===== src/rtl/risk_pkg.sv =====
// Shared definitions for the ID/EX hazard-control stage: state encodings, default
// widths, control-bundle field positions and the RUN-state request arbiter.
package risk_pkg;

    localparam int CTRL_W_DEF = 24;
    localparam int CNT_W_DEF  = 4;

    localparam logic [1:0] ST_RUN   = 2'd0;
    localparam logic [1:0] ST_STALL = 2'd1;
    localparam logic [1:0] ST_HALT  = 2'd2;
    localparam logic [1:0] ST_RSVD  = 2'd3;

    // Bit positions of the fields inside the decoded control bundle.
    localparam int CTRL_REG_WRITE = 0;
    localparam int CTRL_MEM_READ  = 1;
    localparam int CTRL_MEM_WRITE = 2;
    localparam int CTRL_ALU_OP_LO = 3;
    localparam int CTRL_ALU_OP_HI = 6;
    localparam int CTRL_BRANCH    = 7;
    localparam int CTRL_JUMP      = 8;

    typedef enum logic [2:0] {
        ACT_NORMAL = 3'd0,
        ACT_FLUSH  = 3'd1,
        ACT_HALT   = 3'd2,
        ACT_STALL  = 3'd3,
        ACT_RISK   = 3'd4
    } run_act_e;

    // A zero-length stall request degenerates into a plain load-use bubble.
    function automatic run_act_e decode_run_act(input logic flush, input logic halt,
                                                input logic stall_req, input logic stall_len_nz,
                                                input logic risk);
        run_act_e act;
        if (flush) begin
            act = ACT_FLUSH;
        end else if (halt) begin
            act = ACT_HALT;
        end else if (stall_req && stall_len_nz) begin
            act = ACT_STALL;
        end else if (stall_req || risk) begin
            act = ACT_RISK;
        end else begin
            act = ACT_NORMAL;
        end
        return act;
    endfunction

endpackage


===== src/rtl/risk_stall_counter.sv =====
// Down-counter for multi-cycle stalls: load, clear, decrement with no wrap, last flag.
module risk_stall_counter
    import risk_pkg::*;
#(
    parameter int CNT_W = CNT_W_DEF
) (
    input  logic             i_clk,
    input  logic             i_rst_n,
    input  logic             i_load,
    input  logic [CNT_W-1:0] i_load_val,
    input  logic             i_dec,
    input  logic             i_clr,
    output logic [CNT_W-1:0] o_count,
    output logic             o_last
);

    logic [CNT_W-1:0] count_r;

    // Counter register; clear beats load beats decrement, and zero never decrements.
    always_ff @(posedge i_clk or negedge i_rst_n) begin
        if (!i_rst_n) begin
            count_r <= {CNT_W{1'b0}};
        end else if (i_clr) begin
            count_r <= {CNT_W{1'b0}};
        end else if (i_load) begin
            count_r <= i_load_val;
        end else if (i_dec && (count_r != {CNT_W{1'b0}})) begin
            count_r <= count_r - CNT_W'(1);
        end else begin
            count_r <= count_r;
        end
    end

    assign o_count = count_r;
    assign o_last  = (count_r == CNT_W'(1));

endmodule


===== src/rtl/risk_ctrl_stage.sv =====
// ID/EX control register with hazard handling: flush, halt, load-use and
// multi-cycle stall bubbles, plus PC / IF-ID write enables.
module risk_ctrl_stage
    import risk_pkg::*;
#(
    parameter int                CTRL_W    = CTRL_W_DEF,
    parameter int                CNT_W     = CNT_W_DEF,
    parameter logic [CTRL_W-1:0] KEEP_MASK = {CTRL_W{1'b0}}
) (
    input  logic              i_clk,
    input  logic              i_rst_n,
    input  logic              i_enable,
    input  logic [CTRL_W-1:0] i_ctrl,
    input  logic              i_halt,
    input  logic              i_risk,
    input  logic              i_stall_req,
    input  logic [CNT_W-1:0]  i_stall_len,
    input  logic              i_flush,
    output logic [CTRL_W-1:0] o_ctrl,
    output logic              o_halt,
    output logic              o_pc_write,
    output logic              o_ifid_write,
    output logic              o_bubble,
    output logic [1:0]        o_state
);

    logic [1:0]        state_r, state_nxt_s;
    logic [CTRL_W-1:0] ctrl_r, ctrl_nxt_s;
    logic              bubble_r, bubble_nxt_s;
    logic              halt_r, halt_nxt_s;
    logic              wr_en_s;
    logic              cnt_load_s, cnt_dec_s, cnt_clr_s, cnt_last_s;
    logic [CNT_W-1:0]  cnt_s;
    run_act_e          act_s;

    assign act_s = decode_run_act(i_flush, i_halt, i_stall_req,
                                  (i_stall_len != {CNT_W{1'b0}}), i_risk);

    risk_stall_counter #(.CNT_W(CNT_W)) u_cnt (
        .i_clk      (i_clk),
        .i_rst_n    (i_rst_n),
        .i_load     (cnt_load_s),
        .i_load_val (i_stall_len),
        .i_dec      (cnt_dec_s),
        .i_clr      (cnt_clr_s),
        .o_count    (cnt_s),
        .o_last     (cnt_last_s)
    );

    // Next-state, next-control and write-enable decode; a frozen stage holds everything.
    always_comb begin
        state_nxt_s  = state_r;
        ctrl_nxt_s   = ctrl_r;
        bubble_nxt_s = bubble_r;
        halt_nxt_s   = halt_r;
        wr_en_s      = 1'b0;
        cnt_load_s   = 1'b0;
        cnt_dec_s    = 1'b0;
        cnt_clr_s    = 1'b0;
        if (i_enable) begin
            case (state_r)
                ST_RUN: begin
                    case (act_s)
                        ACT_FLUSH: begin
                            ctrl_nxt_s   = {CTRL_W{1'b0}};
                            bubble_nxt_s = 1'b1;
                            wr_en_s      = 1'b1;
                        end
                        ACT_HALT: begin
                            ctrl_nxt_s   = i_ctrl;
                            bubble_nxt_s = 1'b0;
                            halt_nxt_s   = 1'b1;
                            state_nxt_s  = ST_HALT;
                        end
                        ACT_STALL: begin
                            ctrl_nxt_s   = {CTRL_W{1'b0}};
                            bubble_nxt_s = 1'b1;
                            cnt_load_s   = 1'b1;
                            state_nxt_s  = ST_STALL;
                        end
                        ACT_RISK: begin
                            ctrl_nxt_s   = i_ctrl & KEEP_MASK;
                            bubble_nxt_s = 1'b1;
                        end
                        default: begin
                            ctrl_nxt_s   = i_ctrl;
                            bubble_nxt_s = 1'b0;
                            wr_en_s      = 1'b1;
                        end
                    endcase
                end
                ST_STALL: begin
                    ctrl_nxt_s   = {CTRL_W{1'b0}};
                    bubble_nxt_s = 1'b1;
                    if (i_flush) begin
                        cnt_clr_s   = 1'b1;
                        wr_en_s     = 1'b1;
                        state_nxt_s = ST_RUN;
                    end else begin
                        cnt_dec_s   = 1'b1;
                        state_nxt_s = cnt_last_s ? ST_RUN : ST_STALL;
                    end
                end
                ST_HALT: begin
                    ctrl_nxt_s   = {CTRL_W{1'b0}};
                    bubble_nxt_s = 1'b1;
                    halt_nxt_s   = 1'b1;
                end
                default: begin
                    ctrl_nxt_s   = {CTRL_W{1'b0}};
                    bubble_nxt_s = 1'b1;
                    cnt_clr_s    = 1'b1;
                    state_nxt_s  = ST_RUN;
                end
            endcase
        end else begin
            wr_en_s = 1'b0;
        end
    end

    // Pipeline register for state, control bundle and status flags.
    always_ff @(posedge i_clk or negedge i_rst_n) begin
        if (!i_rst_n) begin
            state_r  <= ST_RUN;
            ctrl_r   <= {CTRL_W{1'b0}};
            bubble_r <= 1'b0;
            halt_r   <= 1'b0;
        end else begin
            state_r  <= state_nxt_s;
            ctrl_r   <= ctrl_nxt_s;
            bubble_r <= bubble_nxt_s;
            halt_r   <= halt_nxt_s;
        end
    end

    assign o_ctrl       = ctrl_r;
    assign o_halt       = halt_r;
    assign o_bubble     = bubble_r;
    assign o_state      = state_r;
    assign o_pc_write   = wr_en_s & i_rst_n;
    assign o_ifid_write = wr_en_s & i_rst_n;

endmodule


===== config.mk =====
export PLATFORM = sky130hd
export DESIGN_NAME = risk_ctrl_stage
export DESIGN_NICKNAME = d
export VERILOG_FILES = /design/src/rtl/risk_pkg.sv /design/src/rtl/risk_stall_counter.sv /design/src/rtl/risk_ctrl_stage.sv
export SDC_FILE = /design/constraint.sdc
export NUM_CORES = 1
export LEC_CHECK = 0
export CORE_ASPECT_RATIO = 0.7
export CORE_MARGIN = 2
export CORE_UTILIZATION = 41
export CTS_CLUSTER_DIAMETER = 120
export DETAILED_ROUTE_END_ITERATION = 10
export PLACE_DENSITY = 0.79
export SLEW_MARGIN = 20
export SYNTH_ARGS = -nofsm -noshare
export SYNTH_HDL_FRONTEND = slang
export SYNTH_HIERARCHICAL = 1
export SYNTH_SLANG_ARGS = --single-unit

===== constraint.sdc =====
create_clock -name i_clk -period 2.6 [get_ports i_clk]
set_input_delay 0.26 -clock i_clk [delete_from_list [all_inputs] [get_ports i_clk]]
set_output_delay 0.26 -clock i_clk [all_outputs]
set_load 0.02 [all_outputs]

# Word level (Yosys, flattened, before mapping)
# Cells that the tools add are included.
[word_totals] ff_bits=32 inputBits=35 output_inout_bits=30 elab_cells=59
[op_classes] add_sub_neg=1 n_eq_ne=9 mux=29 n_bitwise=2 reduce_logical=13
[op_table] cell="$mux 24" n=2
[op_table] cell="$mux 1" n=15
[op_table] cell="$mux 3" n=4
[op_table] cell="$mux 4" n=3
[op_table] cell="$reduce_bool 4->1" n=2
[op_table] cell="$eq 3x2->1 const B" n=2
[op_table] cell="$pmux 1 s2" n=3
[op_table] cell="$pmux 2 s3" n=1
[op_table] cell="$reduce_and 3->1" n=2
[op_table] cell="$reduce_or 3->1" n=2
[op_table] cell="$eq 4x1->1 const B" n=1
[op_table] cell="$pmux 2 s2" n=1
[op_table] cell="$sub 4x1->4 const B" n=1
[op_table] cell="$eq 3x1->1 const B" n=1
[op_table] cell="$eq 3x3->1 const B" n=1
[op_table] cell="$ne 3x1->1 const B" n=1
[op_table] cell="$reduce_bool 3->1" n=1
[op_table] cell="$eq 2x1->1 const B" n=1
[op_table] cell="$eq 2x2->1 const B" n=1
[op_table] cell="$logic_and 1x1->1" n=2
[op_table] cell="$logic_not 2->1" n=1
[op_table] cell="$ne 2x1->1 const B" n=1
[op_table] cell="$reduce_bool 2->1" n=1
[op_table] cell="$reduce_or 2->1" n=1
[op_table] cell="3 further kinds" n=3

# Logic depth before layout (Yosys ltp)
# Gate-level depths: netlist (run 1).
[logic_depth] word_depth=11 depth_mapped=6 depth_no_buf=5

# Modules after synthesis
# Netlist (run 1), hierarchy kept.
[modules_own_cells] mod="risk_ctrl_stage" n_inst=1 cells_per_inst=78 area_per_inst_um2=1116.1 seq_area_each_um2=700.7
[modules_own_cells] mod="risk_stall_counter" n_inst=1 cells_per_inst=31 area_per_inst_um2=311.5 seq_area_each_um2=100.1

# Worst setup path after synthesis (run 1)
# OpenSTA, ideal clock, no wires.
[synth_path] kind="reg2reg" startpoint="reg state_r[0] (netlist: o_state[0])" endpoint="reg u_cnt.count_r[3] (netlist: u_cnt/o_count[3])" setup_time_ns=0.130 t_arrival_ns=2.054 t_required_ns=2.470 slack_ns=0.417 stages_incl_launch_ff=5 path_buffers=0 synth_period_minus_slack_ns=2.183 cell_sequence="dfrtp_1 > nor4b_1 > nor4b_2 > mux2i_1 > a211oi_1"
[synth_via] elab_chain_cells=5 elab_cells_between_ends=14 classes_between="2 x eq/ne; 8 x mux; 4 x reduce/logical"
[synth_lines] element="start: declaration" line_no="risk_ctrl_stage.sv:27" rtl="logic [1:0] state_r, state_nxt_s;"
[synth_lines] element="start signal: assignment" line_no="risk_ctrl_stage.sv:129" rtl="state_r <= state_nxt_s;"
[synth_lines] element="$eq 2x1->1" line_no="risk_ctrl_stage.sv:61" rtl="case (state_r)"
[synth_lines] element="$mux 1" line_no="risk_ctrl_stage.sv:61"
[synth_lines] element="$mux 1" line_no="risk_ctrl_stage.sv:60" rtl="if (i_enable) begin"
[synth_lines] element="net cnt_dec_s" line_no="risk_ctrl_stage.sv:32" rtl="logic cnt_load_s, cnt_dec_s, cnt_clr_s, cnt_last_s;"
[synth_lines] element="$logic_and 1x1->1" line_no="risk_stall_counter.sv:27" rtl="end else if (i_dec && (count_r != {CNT_W{1'b0}})) begin"
[synth_lines] element="$reduce_bool 3->1 (no source line)"
[synth_lines] element="end signal: assignment" line_no="risk_stall_counter.sv:26" rtl="count_r <= i_load_val;"
[synth_lines] element="end signal: assignment" line_no="risk_stall_counter.sv:28" rtl="count_r <= count_r - CNT_W'(1);"
[synth_lines] element="end signal: assignment" line_no="risk_stall_counter.sv:30" rtl="count_r <= count_r;"
[synth_lines] element="end: declaration" line_no="risk_stall_counter.sv:17" rtl="logic [CNT_W-1:0] count_r;"
# The timed path passes the listed nets, and every way through them passes these cells.
# A chain may end at the register's enable or synchronous reset.

# Worst setup path in the final report (run 1)
[layout_path] startpoint="reg state_r[0] (netlist: o_state[0])" endpoint="out o_ifid_write"
[layout_via] elab_chain_cells=4 elab_cells_between_ends=5 classes_between="1 x eq/ne; 2 x mux; 1 x bitwise; 1 x reduce/logical"
[layout_lines] element="$eq 2x1->1 / $logic_not 2->1 (equally long branches)" line_no="risk_ctrl_stage.sv:61"
[layout_lines] element="$pmux 1 s2 (*)" line_no="risk_ctrl_stage.sv:61"
[layout_lines] element="$mux 1 (*)" line_no="risk_ctrl_stage.sv:60"
[layout_lines] element="$and 1x1->1 (*)" line_no="risk_ctrl_stage.sv:141" rtl="assign o_ifid_write = wr_en_s & i_rst_n;"
[layout_lines] element="end: declaration" line_no="risk_ctrl_stage.sv:22" rtl="output logic o_ifid_write,"
# Every way passes the cells marked *; elsewhere a longest branch is shown, timed or not.

==> impl_metrics.toml, run 1 <==
[run_status]
outcome = "complete, no violations"

[logic_synthesis]
yosys.area.top_type = "sky130_fd_sc_hd__dfrtp_1"
post-synth-top-count-cell = "sky130_fd_sc_hd__dfrtp_1"
synth_sequential_area_ratio = 0.561
synth_largest_type_area_fraction = 0.561
synth_area_sq_um = 1430
synthTopCellsByArea = "sky130_fd_sc_hd__dfrtp_1 (56%), sky130_fd_sc_hd__a22o_1 (15%), sky130_fd_sc_hd__ha_1 (2.6%)"
synthesis.instances = 109
netlist-cell-type-count = 34
yosys-top-cells-count = "sky130_fd_sc_hd__dfrtp_1 (32), sky130_fd_sc_hd__a22o_1 (24), sky130_fd_sc_hd__nor2_1 (9)"
ys.flop_type = "sky130_fd_sc_hd__dfrtp_1"
avgSynthCellArea_sq_um = 13.1
number_of_enable_type_register_cells_in_the_synthesized_netlist = 0
yosys_warnings = 6
synthesis.nets = 147
yosys_register_bits = 32
synth-async-reset-ratio = 1.00

[routing]
detail_route.first_pass.iterations = 4
routed_wirelength_microns = 3620
drc_errors = 0
vias = 1184
antenna_viol_nets_final = 0
wire_per_inst_microns = 16.0
post_drt_via_cell_ratio = 5.24
initialDrtViolationCount = 80

[clock_tree]
hold_buffers = 0
clock_tree_from_tritoncts = "built"
post_cts_buffers = 0
clk_path_buf_depth = 2
cts.clk_slew.worst_paths_ns = 0.07
clkSinkCount = 32
clockRootBuffer = "sky130_fd_sc_hd__clkbuf_8"
post_cts.resized_instances = 0
cts_made_buffers = 5
clk-insertion-delay-late_ns = 0.28
htree_num_levels = 2

[grt]
gr-total-overflow = 0
vias_in_the_first_global_route = 1269
antenna_violations_before_repair = 0
global_route_wire_length_before_repair_microns = 5940
grt.total_usage = 0.205
pin_count_of_the_biggest_net_entering_global_routing = 33

[pwr]
post-layout-total-power_uw = 1410
power.ir.vdd_worst_v = 0.000405
p_leak_uw = 0.000967
pwr_density_cell_nw_per_um2 = 633

[timing]
clock.fmax_ghz = 0.438
rsz0062_at_grt = "no"
worst-slew-pin-transition_ns = 0.388
sum_of_negative_setup_slack_ns = 0
post-route-min-period_ns = 2.29
report.final.hold_viol_count = 0
timing.final.setup_violations = 0
final_max_slew_viol_count = 0
clock-skew-final_ns = 0.00469
max_slew_margin = 0.738
layout_worst_path_cycle_share = 0.879

[worst_setup_path]
r2r-end = "u_cnt/o_count[1]"
start_kind = "flop"
worst_reg2reg_path_startpoint = "o_state[0]"
timing.critical_path.fanout_max = 9
setup.reg_to_reg.worst_slack_ns = 0.64
crit_arrival_ns = 2.03
path_class = "reg2out"
worstPathRequired_ns = 2.34
worst_reg_to_reg_path_cell_count = 5
cp-end-kind = "primary output"

[floorplanning]
core_area_sq_um = 3230
die_x_microns = 74.5
die_height_microns = 53.4
num_io_pins = 65
initial_core_util = 0.442
floorplan_die_area_sq_um = 3980
placement_rows = 17

[place]
hpwlAfterDp_microns = 2620
final_gp_congestion = 0.880
numPortBuffers = 64

[flow_run]
maxCapViolCount = 0

[layout]
finalNetCount = 216
nFillCells = 246
num_antenna_cells = 0
drive_gt1_frac = 0.101
area_growth_pct = 56.3

[min_path]
hold_class = "in2async"
## where the power goes
| group | switching (uW) | internal (uW) | total (uW) |
|---|---|---|---|
| clock | 176 | 338 | 514 |
| combinational | 148 | 166 | 314 |
| sequential | 43.2 | 540 | 583 |
| total | 368 | 1040 | 1410 |
## layout make-up
cell class | count | area, sq um | share of cell area
clock buffer | 7 | 96.3 | 0.0432
clock inverter | 1 | 30.0 | 0.0135
inverter | 5 | 18.8 | 0.00841
multi-input combinational | 67 | 563 | 0.252
sequential | 32 | 801 | 0.359
tap | 47 | 58.8 | 0.0264
timing repair buffer | 67 | 663 | 0.297
## sequential cells by signal, summed over array words and instances (netlist names)
register and count:
o_ctrl 24, u_cnt/o_count 4, o_state 2, o_bubble 1, o_halt 1
## how the worst max path moves through the flow
stage	from	endpoint	slack [ns]	cells past startpoint
after detailed placement	i_stall_req	o_ifid_write	0.33	5
final	o_state[0]	o_ifid_write	0.31	4
after global placement	i_flush	o_ifid_write	0.37	4
after global routing	o_state[0]	o_ifid_write	0.20	4
after CTS	o_state[0]	o_ifid_write	0.29	4
after floorplan	o_state[0]	u_cnt/o_count[3]	0.42	4
## worst max-delay path: stages, from the launching register on
cell,delay (ns)
sky130_fd_sc_hd__dfrtp_1,0.49
sky130_fd_sc_hd__nor2_1,0.13
sky130_fd_sc_hd__a21oi_1,0.07
sky130_fd_sc_hd__nor4b_1,0.36
sky130_fd_sc_hd__clkdlybuf4s50_1,0.68
## placed cells by master (no fill, tap or decap), types with 2 or more instances in the layout
master,instances
sky130_fd_sc_hd__a21oi_1,3
sky130_fd_sc_hd__a22o_1,24
sky130_fd_sc_hd__nand3_1,2
sky130_fd_sc_hd__nand2_1,2
sky130_fd_sc_hd__inv_1,4
sky130_fd_sc_hd__buf_4,3
sky130_fd_sc_hd__nor2_1,9
sky130_fd_sc_hd__dfrtp_1,32
sky130_fd_sc_hd__ha_1,3
sky130_fd_sc_hd__nor4b_1,3
sky130_fd_sc_hd__clkbuf_8,7
sky130_fd_sc_hd__nor3b_1,2
sky130_fd_sc_hd__clkdlybuf4s50_1,64
## layer usage
metal,vias up,GRT usage,share of wire
met5,-,0,0
met4,0,0.0833,0.012
met3,5,0.0438,0.050
met2,36,0.348,0.48
met1,586,0.255,0.46
li1,557,-,-
## cell families (layout without fill, tap and decap cells)
kind of cell / Yosys count / in the layout / share of synthesized area
AOI/OAI and AO/OA: 37 / 37 / 0.235
muxes: 1 / 1 / 0.00701
adders and majority gates: 3 / 3 / 0.0263
DFF: 32 / 32 / 0.561
buffers and inverters: 10 / 80 / 0.0447
and+or+nand+nor: 26 / 26 / 0.126
## metrics by stage
stage	util	std cells	hold slack [ns]	setup WS, ns	area (sq um)
detailed placement	0.651	218	0.454	0.329	2100
floorplan	-	109	-0.0356	0.417	1430
finish	0.690	226	0.430	0.315	2230
global placement	0.651	218	0.454	0.372	2100
CTS	0.690	226	0.438	0.292	2230
global route	0.690	226	0.463	0.196	2230
No activity file was read; power rests on OpenSTA's default activity.
==> run 2: changes to the inputs <==
Clock period 2.6 ns to 2.2 ns, I/O delays scaled along.
==> run 2 against run 1 <==
Compared with the run above: worst setup slack worse by 0.038 ns; sequential cell count unchanged; die area unchanged; non-clock buffer count up 1; global-route usage shrank 1.1 points; wire length is 0.17% lower; cell count did not move; critical path depth unchanged; cell area decreased by 2.0%; total power increased by 4.4%; combinational power rose by 18%; critical path type unchanged.
==> impl_metrics.toml, run 2 (synthesized netlist as in run 1, its figures left out) <==
[run_status]
outcome = "complete, no violations"

[timing]
report.final.hold_viol_count = 0
timing.final.setup_violations = 0
fin_ws_ns = 0.276
clock.fmax_ghz = 0.520
worst-slew-pin-transition_ns = 0.389
rsz0062_at_grt = "no"
holdWs_ns = 0.376
layout_worst_path_cycle_share = 0.874
post-route-min-period_ns = 1.92
clock-skew-final_ns = 0.00515
final_max_slew_viol_count = 0
max_slew_margin = 0.737
sum_of_negative_setup_slack_ns = 0

[layout]
leading_cell_type_in_the_layout_fill_and_taps_excluded = "sky130_fd_sc_hd__clkdlybuf4s50_1"
area_growth_pct = 53.2
largest_register_ff_count = 24
design_area_sq_um = 2190
num_antenna_cells = 0
most-common-layout-cells = "sky130_fd_sc_hd__clkdlybuf4s50_1 (62), sky130_fd_sc_hd__dfrtp_1 (32), sky130_fd_sc_hd__a22o_1 (24)"
finish.cell_count_without_fillers = 226
finalNetCount = 217
nFillCells = 274
drive_gt1_frac = 0.0950

[pwr]
power_share_of_the_sequential_group = 0.470
swShare = 0.288
internal_power_uw = 1050
p_comb_frac = 0.251
p_leak_uw = 0.000959
clkPwrFrac = 0.279
power.ir.vdd_worst_v = 0.000451
net-switching-power_uw = 425
pwr_density_cell_nw_per_um2 = 674

[clock_tree]
clk_path_buf_depth = 2
clock_tree_from_tritoncts = "built"
post_cts_buffers = 0
clockRootBuffer = "sky130_fd_sc_hd__clkbuf_8"
hold_buffers = 0
cts_made_buffers = 5
clkSinkCount = 32
clk-insertion-delay-late_ns = 0.28
cts.clk_slew.worst_paths_ns = 0.06
post_cts.resized_instances = 2
htree_num_levels = 2

[place]
placedCellCount = 219
numPortBuffers = 64
hpwlAfterDp_microns = 2540
final_gp_congestion = 0.878
dpl_cell_area_sq_um = 2110
place_worst_setup_slack_ns = -0.0249

[routing]
drc_errors = 0
post_drt_via_cell_ratio = 5.15
vias = 1164
wire_per_inst_microns = 16.0
detail_route.first_pass.iterations = 7
antenna_viol_nets_final = 0
initialDrtViolationCount = 84
routed_wirelength_microns = 3620

[floorplanning]
num_io_pins = 65
placement_rows = 17
initial_core_util = 0.442
die_x_microns = 74.5
core_area_sq_um = 3230
floorplan_die_area_sq_um = 3980
die_height_microns = 53.4

[grt]
vias_in_the_first_global_route = 1170
gr-total-overflow = 0
pin_count_of_the_biggest_net_entering_global_routing = 33
grt.total_usage = 0.195
global_route_wire_length_before_repair_microns = 5660
antenna_violations_before_repair = 0

[worst_setup_path]
worstPathRequired_ns = 1.98
timing.critical_path.slowest_cell_delay_ns = 0.49
path_class = "reg2out"
worst_path_max_delay_cell = "sky130_fd_sc_hd__dfrtp_1"
timing.critical_path.fanout_max = 9
cp-end-kind = "primary output"
worstPathCellList = "nor2_1, a21oi_1, nor4b_1, dlygate4sd2_1"
crit_arrival_ns = 1.70
start_kind = "flop"

[flow_run]
maxCapViolCount = 0

[min_path]
hold_class = "in2async"
run 2: cell type report:
type | instances | area (sq um) | share of cell area
multi-input combinational | 67 | 563 | 0.257
sequential | 32 | 801 | 0.366
timing repair buffer | 68 | 668 | 0.305
clock inverter | 1 | 5.00 | 0.00229
tap | 47 | 58.8 | 0.0269
clock buffer | 6 | 72.6 | 0.0332
inverter | 5 | 18.8 | 0.00858
run 2: critical path: cells and delay by family (launching register included):
kind	cells	cell delay (ns)
compound gates	1	0.08
buf+inv	1	0.39
flops	1	0.49
simple gates	2	0.47
run 2: power by group through the flow:
stage | clock, uW | sequential, uW | combinational (uW)
CTS | 422 | 692 | 369
floorplan | 0 | 709 | 196
finish | 412 | 692 | 369
detailed placement | 0 | 700 | 364
global placement | 0 | 696 | 355
global route | 451 | 700 | 407
run 2: metrics by stage:
step / util / power (uW)
finish: 0.676 / 1470
global placement: 0.653 / 1050
floorplan: - / 905
detailed placement: 0.653 / 1060
global route: 0.676 / 1560
CTS: 0.676 / 1480
run 2: path summary, 6_finish.rpt:
| kind | start | to | slack (ns) | cells after the start |
|---|---|---|---|---|
| setup / recovery | o_state[0] | o_pc_write | 0.28 | 4 |
| hold / removal | i_rst_n | o_ctrl[10] | 0.38 | 2 |
| setup reg to reg | o_state[0] | u_cnt/o_count[1] | 0.42 | 5 |
| hold reg to reg | o_halt | o_halt | 0.48 | 2 |
| max in group asynchronous | i_rst_n | o_bubble | 1.52 | 2 |
| min in group i_clk | o_halt | o_halt | 0.48 | 2 |
run 2: routing by layer:
layer,vias up,wire length [microns],GRT usage
met2,41,1710,0.317
met1,561,1670,0.255
met4,0,38,0.0714
met3,4,199,0.0438
li1,558,-,-
met5,-,0,0
==> RTL change, RTL diff (flow settings as in run 2) <==
Set the package constant `CTRL_W_DEF` to 20 (it was 24).
--- a/src/rtl/risk_pkg.sv
+++ b/src/rtl/risk_pkg.sv
@@ -2,7 +2,7 @@
 // widths, control-bundle field positions and the RUN-state request arbiter.
 package risk_pkg;
 
-    localparam int CTRL_W_DEF = 24;
+    localparam int CTRL_W_DEF = 20;
     localparam int CNT_W_DEF  = 4;
 
     localparam logic [1:0] ST_RUN   = 2'd0;
Ports: changed (resized i_ctrl and o_ctrl); port bits go from 65 to 57. The function was not compared with the original's and may differ.
==> RTL change against run 2 <==
- setup slack worse by 170 ps
- wire length decreased by 11%
- clock skew decreased by 3.7 ps
- sequential power decreased by 12%
- total power fell by 13%
- cell area down 10%
- combinational power decreased by 1%
- largest cell class unchanged
- sequential cell count down 4
- global-route usage fell by 0.23 points
- via count fell by 4.8%
- worst hold slack worse by 15 ps
- final cell count shrank 12%
- largest power group unchanged
- synthesized area is 10% lower
- count of clock-buffer cells in the layout decreased by 2
==> RTL change: results (changes against run 2) <==
comb_multi_in=63 (-6.0%); Tightest Pin Transition=408.9 ps (+20.30 ps); Resize count post-CTS=1 (-1); Clock buffer cells=4 (-2); max reg flops=20 (-17%); first-pass GRT wire length=5513 um (-2.7%); Critical Path AT=1880 ps (+180 ps); nonclk buf count=63 (-7.4%); Reg area=700.7 um2 (-13%); origin of the worst setup path=i_halt; GRT met2 Usage=29.91% (-1.8 points); total track usage=19.24% (-0.23 points); core area=2883 um2 (-11%); wl on met1=1430 um (-14%); Pleak=0.8673 nW (-9.5%); vias in the first global route=1071 (-8.5%); synth cell count leaders=dfrtp_1 (28), a22o_2 (11), a22o_1 (9), nor2_1 (9), inv_1 (5); GP Congestion=0.9582 (+9.2%); DRT Pass-1 Iters=4 (-3); Fill cells=214 (-22%); GR Util met1=26.78% (+1.3 points); syn_nets=135 (-8.2%); M3 GR Usage=4.536% (+0.16 points); largest net degree at the start of global routing=29 (-12%); routed wire length on met3=216 um (+8.5%); Clock Skew=1.498 ps (-3.653 ps); Mapped Avg Cell Area=12.71 um2 (-3.0%); clock latency on the worst-skew pair=260 ps (-20 ps); top post-synthesis cells by area=dfrtp_1 (55%), a22o_2 (8.6%), a22o_1 (6.1%), ha_1 (2.9%), nor2_1 (2.6%); Multi-input gate area=533.0 um2 (-5.3%); reg-to-reg slack, setup=400 ps (-20 ps); Clock Pin Slew Worst Setup and Hold Paths=80 ps (+20 ps); crit-path leading delay family=buffers and inverters; count of cell types in the netlist=32 (-5.9%); met2 WL=1526 um (-11%); status=completed; Critical-path top delay cell=clkdlybuf4s50_1; fraction of layout cells with a size suffix above 1=17.79% (+8.3 points); crit path to=o_ifid_write; via/cell ratio=5.568 (+8.1%); Final min period=2097 ps (+173.2 ps); Buffers on Ports=56 (-13%); clk tree area frac=2.797% (-0.75 points); NetSw=0.3665 mW (-14%); max incr delay on CP=590 ps (+100 ps); sequential cell area fraction in the yosys report=54.58% (-1.5 points); placed cell areas=1904 um2 (-9.8%); final wirelength=3220 um (-11%); worst slack, placed=-4.283 ps (+20.59 ps); clk sink count=28 (-13%); Area Overhead vs Synth=53.31% (about the same); initial drt markers=72 (-14%); htree depth=1 (-1); post-DP HPWL=2427 um (-4.6%); final hold slack=360.6 ps (-15.28 ps); cts bufs inserted=3 (-2); wire length per cell=16.18 um (+1.1%)
-- RTL change: cell types whose count changed in the layout (fill, tap and decap cells not counted), moves of 2 or more --
cell             change
a22o_2              +11
clkdlybuf4s50_1      -7
nor4b_2              +2
buf_4                +3
a22o_1              -15
dfrtp_1              -4
dlygate4sd2_1        -2
-- RTL change: logic make-up (layout without fill, tap and decap cells) --
group | Yosys count | after routing | synth area share, %
fa+ha+maj | 3 | 3 | 2.924
compound gates | 33 | 33 | 23.98
buf+inv | 10 | 72 | 4.386
flops | 28 | 28 | 54.58
mux | 1 | 1 | 0.7798
simple gates | 26 | 26 | 13.35
-- RTL change: power by group through the flow --
stage | Sequential (mW) | Combinational, mW | Clock [mW]
after global routing | 0.618 | 0.395 | 0.340
after detailed placement | 0.620 | 0.358 | 0
after CTS | 0.611 | 0.361 | 0.315
after floorplan | 0.628 | 0.192 | 0
after global placement | 0.617 | 0.337 | 0
final | 0.612 | 0.364 | 0.301
